File: config.mk
export PLATFORM = sky130hd
export DESIGN_NAME = fifo_stim_driver
export DESIGN_NICKNAME = d
export VERILOG_FILES = /design/src/rtl/fifo_stim_driver.sv
export SDC_FILE = /design/constraint.sdc
export NUM_CORES = 1
export LEC_CHECK = 0
export CORE_MARGIN = 5
export CORE_UTILIZATION = 57
export CTS_CLUSTER_SIZE = 12
export DETAILED_ROUTE_END_ITERATION = 6
export MAX_ROUTING_LAYER = met4
export PLACE_DENSITY = 0.95
export SLEW_MARGIN = 20
export SYNTH_ARGS = -nofsm -noshare
export SYNTH_HDL_FRONTEND = slang
export SYNTH_SLANG_ARGS = --single-unit
File: constraint.sdc
create_clock -name clk -period 8.4 [get_ports clk]
set_input_delay 1.68 -clock clk [delete_from_list [all_inputs] [get_ports clk]]
set_output_delay 1.68 -clock clk [all_outputs]
set_load 0.005 [all_outputs]
File: src/rtl/fifo_stim_driver.sv
// Stimulus generator for a synchronous FIFO: runs fill/drain, write-only, read-only or random runs and gathers statistics.
// Optional DRIVER_DATA_CHECK_EN adds a shadow queue that checks read data and reports err_count.
module fifo_stim_driver #(
   parameter int FIFO_WIDTH = 16,
   parameter int FIFO_DEPTH = 8
) (
   input  logic                  clk,
   input  logic                  rst,
   input  logic                  start,
   input  logic [1:0]            mode,
   input  logic [15:0]           num_ops,
   output logic                  wr_en,
   output logic                  rd_en,
   output logic [FIFO_WIDTH-1:0] data_in,
   input  logic [FIFO_WIDTH-1:0] data_out,
   input  logic                  wr_ack,
   input  logic                  overflow,
   input  logic                  underflow,
   input  logic                  full,
   input  logic                  empty,
   input  logic                  almostfull,
   input  logic                  almostempty,
   output logic                  busy,
   output logic                  done,
   output logic [15:0]           wr_count,
   output logic [15:0]           rd_count,
   output logic [15:0]           ovf_count,
   output logic [15:0]           udf_count
`ifdef DRIVER_DATA_CHECK_EN
   ,
   output logic [15:0]           err_count
`endif
);

   localparam logic [2:0] S_IDLE  = 3'd0;
   localparam logic [2:0] S_FILL  = 3'd1;
   localparam logic [2:0] S_DRAIN = 3'd2;
   localparam logic [2:0] S_WONLY = 3'd3;
   localparam logic [2:0] S_RONLY = 3'd4;
   localparam logic [2:0] S_MIX   = 3'd5;
   localparam logic [2:0] S_DONE  = 3'd6;
   localparam logic [15:0] LFSR_SEED = 16'hACE1;

   logic [2:0]  state;
   logic [2:0]  nxt_state;
   logic        nxt_wr;
   logic        nxt_rd;
   logic [15:0] lfsr;
   logic [15:0] op_cnt;
   logic [15:0] ops_lim;
   logic [1:0]  tail;
   logic        start_go;
   logic        count_en;
   logic        ops_left;
   logic        unused_inputs;

   function automatic logic [15:0] lfsr_next(input logic [15:0] v);
      return {v[0] ^ v[2] ^ v[3] ^ v[5], v[15:1]};
   endfunction

   function automatic logic [15:0] sat_inc(input logic [15:0] v, input logic en);
      return (en && (v != 16'hFFFF)) ? v + 16'd1 : v;
   endfunction

   assign start_go      = (state == S_IDLE) && start;
   // Statistics keep sampling for two cycles after DONE to catch late FIFO status.
   assign count_en      = (state != S_IDLE) || (tail != 2'd0);
   assign ops_left      = (op_cnt < ops_lim);
   assign unused_inputs = ^{almostfull, almostempty, data_out};

   // Next-state and next-enable decision from flags sampled at this edge
   always_comb begin
      nxt_state = state;
      nxt_wr    = 1'b0;
      nxt_rd    = 1'b0;
      case (state)
         S_IDLE: begin
            if (start) begin
               case (mode)
                  2'b00:   nxt_state = S_FILL;
                  2'b01:   nxt_state = S_WONLY;
                  2'b10:   nxt_state = S_RONLY;
                  2'b11:   nxt_state = S_MIX;
                  default: nxt_state = S_IDLE;
               endcase
            end else begin
               nxt_state = S_IDLE;
            end
         end
         S_FILL: begin
            if (!ops_left) begin
               nxt_state = S_DONE;
            end else if (full) begin
               nxt_state = S_DRAIN;
               nxt_rd    = 1'b1;
            end else begin
               nxt_wr    = 1'b1;
            end
         end
         S_DRAIN: begin
            if (!ops_left) begin
               nxt_state = S_DONE;
            end else if (empty) begin
               nxt_state = S_FILL;
               nxt_wr    = 1'b1;
            end else begin
               nxt_rd    = 1'b1;
            end
         end
         S_WONLY: begin
            if (!ops_left) begin
               nxt_state = S_DONE;
            end else begin
               nxt_wr    = 1'b1;
            end
         end
         S_RONLY: begin
            if (!ops_left) begin
               nxt_state = S_DONE;
            end else begin
               nxt_rd    = 1'b1;
            end
         end
         S_MIX: begin
            if (!ops_left) begin
               nxt_state = S_DONE;
            end else begin
               nxt_wr    = lfsr[0];
               nxt_rd    = lfsr[1];
            end
         end
         S_DONE:  nxt_state = S_IDLE;
         default: nxt_state = S_IDLE;
      endcase
   end

   // FSM, registered FIFO controls, LFSR and op counter
   always_ff @(posedge clk or posedge rst) begin
      if (rst) begin
         state   <= S_IDLE;
         wr_en   <= 1'b0;
         rd_en   <= 1'b0;
         data_in <= {FIFO_WIDTH{1'b0}};
         busy    <= 1'b0;
         done    <= 1'b0;
         lfsr    <= LFSR_SEED;
         op_cnt  <= 16'd0;
         ops_lim <= 16'd0;
         tail    <= 2'd0;
      end else begin
         state <= nxt_state;
         wr_en <= nxt_wr;
         rd_en <= nxt_rd;
         busy  <= (nxt_state != S_IDLE);
         done  <= (nxt_state == S_DONE);
         if (nxt_wr) begin
            data_in <= lfsr[FIFO_WIDTH-1:0];
         end else begin
            data_in <= data_in;
         end
         if (start_go) begin
            lfsr    <= LFSR_SEED;
            op_cnt  <= 16'd0;
            ops_lim <= num_ops;
            tail    <= 2'd0;
         end else begin
            if (state != S_IDLE) begin
               lfsr <= lfsr_next(lfsr);
            end else begin
               lfsr <= lfsr;
            end
            if (nxt_wr || nxt_rd) begin
               op_cnt <= op_cnt + 16'd1;
            end else begin
               op_cnt <= op_cnt;
            end
            if (state == S_DONE) begin
               tail <= 2'd2;
            end else if (tail != 2'd0) begin
               tail <= tail - 2'd1;
            end else begin
               tail <= tail;
            end
         end
      end
   end

   // Saturating run statistics, cleared at start and held between runs
   always_ff @(posedge clk or posedge rst) begin
      if (rst) begin
         wr_count  <= 16'd0;
         rd_count  <= 16'd0;
         ovf_count <= 16'd0;
         udf_count <= 16'd0;
      end else if (start_go) begin
         wr_count  <= 16'd0;
         rd_count  <= 16'd0;
         ovf_count <= 16'd0;
         udf_count <= 16'd0;
      end else if (count_en) begin
         wr_count  <= sat_inc(wr_count, wr_ack);
         rd_count  <= sat_inc(rd_count, rd_en && !empty);
         ovf_count <= sat_inc(ovf_count, overflow);
         udf_count <= sat_inc(udf_count, underflow);
      end else begin
         wr_count  <= wr_count;
         rd_count  <= rd_count;
         ovf_count <= ovf_count;
         udf_count <= udf_count;
      end
   end

`ifdef DRIVER_DATA_CHECK_EN
   localparam int PW = (FIFO_DEPTH > 1) ? $clog2(FIFO_DEPTH) : 1;
   localparam int CW = $clog2(FIFO_DEPTH + 1);

   logic [FIFO_WIDTH-1:0] shadow [FIFO_DEPTH];
   logic [FIFO_WIDTH-1:0] data_in_d;
   logic [FIFO_WIDTH-1:0] head;
   logic [FIFO_WIDTH-1:0] chk_exp;
   logic [PW-1:0]         sh_wp;
   logic [PW-1:0]         sh_rp;
   logic [CW-1:0]         sh_cnt;
   logic                  push;
   logic                  pop;
   logic                  bypass;
   logic                  store;
   logic                  take;
   logic                  chk_pend;

   function automatic logic [PW-1:0] ptr_inc(input logic [PW-1:0] p);
      return (p == PW'(FIFO_DEPTH - 1)) ? {PW{1'b0}} : p + PW'(1);
   endfunction

   // wr_ack trails the write by a cycle, so the accepted word is the delayed data_in.
   assign push   = count_en && wr_ack;
   assign pop    = count_en && rd_en && !empty;
   assign bypass = push && pop && (sh_cnt == {CW{1'b0}});
   assign store  = push && !bypass && ((sh_cnt != CW'(FIFO_DEPTH)) || pop);
   assign take   = pop && (sh_cnt != {CW{1'b0}});
   assign head   = (sh_cnt == {CW{1'b0}}) ? data_in_d : shadow[sh_rp];

   // Shadow storage of accepted write data
   always_ff @(posedge clk) begin
      if (store) begin
         shadow[sh_wp] <= data_in_d;
      end else begin
         shadow[sh_wp] <= shadow[sh_wp];
      end
   end

   // Shadow pointers and one-cycle-late read data comparison
   always_ff @(posedge clk or posedge rst) begin
      if (rst) begin
         data_in_d <= {FIFO_WIDTH{1'b0}};
         chk_exp   <= {FIFO_WIDTH{1'b0}};
         sh_wp     <= {PW{1'b0}};
         sh_rp     <= {PW{1'b0}};
         sh_cnt    <= {CW{1'b0}};
         chk_pend  <= 1'b0;
         err_count <= 16'd0;
      end else begin
         data_in_d <= data_in;
         if (start_go) begin
            chk_exp   <= {FIFO_WIDTH{1'b0}};
            sh_wp     <= {PW{1'b0}};
            sh_rp     <= {PW{1'b0}};
            sh_cnt    <= {CW{1'b0}};
            chk_pend  <= 1'b0;
            err_count <= 16'd0;
         end else begin
            sh_wp     <= store ? ptr_inc(sh_wp) : sh_wp;
            sh_rp     <= take ? ptr_inc(sh_rp) : sh_rp;
            sh_cnt    <= sh_cnt + CW'(store) - CW'(take);
            chk_pend  <= pop;
            chk_exp   <= head;
            err_count <= sat_inc(err_count, chk_pend && (data_out != chk_exp));
         end
      end
   end
`endif

endmodule

==> impl_metrics.yaml <==
critical_path:
  start_kind: "input pin"
  critical_path.top_delay_family: "simple AND/OR/NAND/NOR gates"
  crit_required_ps: 8730
  r2r-end: "data_in[13]"
  r2r-start: "op_cnt[15]"
  cp-end-kind: "flop"
  r2r_cells: 7
  crit_buf_inv: 1
  crit_arrival_ps: 4360
  crit_chain: "clkdlybuf4s50_1 > nand2b_1 > nor2_1 > a211oi_2 > nand2_1 > or3_1 > a21oi_1"
  crit_path_top_delay_cell: "clkdlybuf4s50_1"
  rrSetupSlack_ps: 5330
  path_class: "input pin to flop"
  cpPeakStageDelay_ps: 930
  worstSetupPathDepth: 7
  path_max_fanout: 23
finish:
  drive_gt1_frac: 0.08485
  regArea_um2: 3438
  multi_input_area_um2: 3212
  n_antenna_cell: 0
  final_nets: 877
  final_area_um2: 8732
  syn2layout_area_growth_pct: 26.39
  fillCellCount: 805
die:
  die_h_um: 120.1
  dieArea_um2: 14420
  chipWidth_um: 120.1
  ios: 128
  initial_core_util: 0.5776
  num_rows: 40
  core_area_um2: 11960
worst_hold_path:
  min_path_cells: 2
  hp-class: "flop to flop"
  min_from: "lfsr[6]"
  whs_endpoint: "lfsr[5]"
global_route:
  grt_pass1_vias: 5655
  grt_usage: 0.2376
  grt_pass1_wl_um: 26970
  gr-total-overflow: 0
  antenna_found_initial: 0
  grt_max_degree: 107
drt:
  drtAntennaViolNets: 0
  vias: 5689
  drt_wl_total_um: 16000
  avgRoutedWirePerCell_um: 16.47
  drc: 0
  drt-pass1-iter-count: 5
  routed_via_density: 5.853
  drt-initial-drc-count: 479
sta:
  slew_headroom: 0.2772
  clock.fmax_ghz: 0.2483
  finClkSkew_ps: 5.082
  fin_crit_sh: 0.4794
  finalSetupTns_ps: 0
  slew_violations: 0
  fin_ws_ps: 4373
  setup_violations: 0
  worst_slew_pin_slew_ps: 1084
  rsz0062_at_grt: "false"
  finalHoldViolations: 0
  min_period_ps: 4027
placement:
  io_buffers: 109
  dpl_cell_area_um2: 8069
  dp_hpwl_um: 10530
  dp_slack_ps: 4034
  place_congestion: 0.8294
power_and_ir_drop:
  leakagePower_nw: 3.827
  power_density_nw_per_um2: 303.0
  peakVddDrop_mv: 0.1735
cts:
  numCtsBuffers: 17
  clockBufferDepth: 2
  cts_hold_buffers: 0
  tritoncts: "done"
  post_cts_resized: 0
  h-tree-depth: 4
  post-cts-setup-buffers: 0
  insertion_delay_ps: 420
  cts.sinks: 137
  clk_pin_slew_worst_paths_ps: 60
  cts_root_buf: "clkbuf_16"
synthesis:
  synth.avg_cell_area_um2: 9.677
  ys_types: 54
  syn_inst: 714
  yosysSeqAreaShare: 0.4976
  syn_nets: 779
  muxShareOfSynthArea: 0.03622
  synth_area_um2: 6909
  synth_fa_ha_area_frac: 0.03803
  yosys_warnings: 0
  synth-xor-area-share: 0.06338
  synth-compound-area-share: 0.1092
  synth-edff-count: 0
  synth_top_family_by_area: "simple AND/OR/NAND/NOR gates"
  ys_ff_latch: 137
  async_flop_share: 1.000
  yosysTopAreaCell: "dfrtp_1"
  synth_ff_type: "dfrtp_1"
  synth_most_common_cell: "dfrtp_1"
  synth_top_cell_area_share: 0.4672
  yosys.area_share.simple: 0.2170
  synth_common_cells: "dfrtp_1, nand2_1, nor2_1"
  ys_top_cells_by_area: "dfrtp_1, nand2_1, ha_1"
flow_run:
  maxCapViolations: 0
status:
  status: "complete, no violations"
==> logic make-up (layout without fill, tap and decap cells) <==
logic type,count (synthesis),in the layout
buffers and inverters,65,176
flip-flops,137,137
AND/OR/NAND/NOR,299,299
multiplexers,23,23
XOR/XNOR,50,50
AO/OA/AOI/OAI,119,119
adder cells (fa/ha/maj),21,21
==> layout make-up <==
| type | instances | share of cell area |
|---|---|---|
| flip-flops and latches | 137 | 0.3938 |
| multi-input cells | 512 | 0.3678 |
| repair buffers | 111 | 0.1267 |
| clock buffers | 21 | 0.05388 |
| clock inverters | 11 | 0.02207 |
| well taps | 147 | 0.02106 |
| inverters | 33 | 0.01476 |
==> layout by cell type, fill, tap and decap left out, types with 8 or more instances in the layout <==
cell type and count:
clkbuf_16 17, xnor2_1 24, and4_1 9, or4_1 9, inv_1 32, nand4_1 14
or3_1 15, o31ai_1 8, nor3_1 13, nand3_1 33, ha_1 21, nand3b_1 11
o21ai_0 43, and3_1 20, a21oi_1 33, nor2_1 63, dfrtp_1 129, dfstp_2 8
clkdlybuf4s50_1 109, xor2_1 26, nand2_1 90, mux2_2 16
==> routing by layer <==
metal	up-vias	GRT usage	part of all wire	wire, um
met5	-	-	0	0
met4	0	0.08661	0.019	308
met3	28	0.05985	0.054	862
met2	180	0.3692	0.49	7793
met1	2800	0.3040	0.44	7040
li1	2681	-	-	-
==> how the worst max path moves through the flow <==
stage | from | end | slack [ps]
finish | start | udf_count[10] | 4370
floorplan | rst | busy | 3070
detailed placement | start | done | 4030
CTS | start | udf_count[10] | 4480
global route | start | udf_count[10] | 4280
global placement | start | done | 4030
==> worst reg2reg max path, delay by kind of cell, from the launching register on <==
family                     cells  cell delay (ps)
and+or+nand+nor                4             1390
muxes                          1              420
AOI/OAI and AO/OA              1              410
DFF                            1              400
adders and majority gates      1              330
==> flip-flops by register name (all words and copies together), names as in the netlist, 2 cells and up <==
| name | cells |
|---|---|
| op_cnt | 16 |
| wr_count | 16 |
| ovf_count | 16 |
| data_in | 16 |
| tail | 2 |
| ops_lim | 16 |
| state | 3 |
| udf_count | 16 |
| rd_count | 16 |
| lfsr | 16 |
==> through the flow <==
stage          hold WS (ps)  instances  power, mW    util
6_report              465.1        972      2.646  0.7300
5_1_grt               480.8        972      2.813  0.7300
4_1_cts               468.3        972      2.665  0.7300
3_5_place_dp          457.6        940      1.821  0.6746
3_3_place_gp          449.7        940      1.779  0.6746
2_1_floorplan         438.8        714      1.523       -
==> power breakdown <==
group / switching, mW / internal, mW / total [mW]
Sequential: 0.145 / 0.853 / 0.997
Combinational: 0.432 / 0.389 / 0.821
Clock: 0.278 / 0.550 / 0.828
Total: 0.854 / 1.79 / 2.65
(Power assumes the default switching activity.)
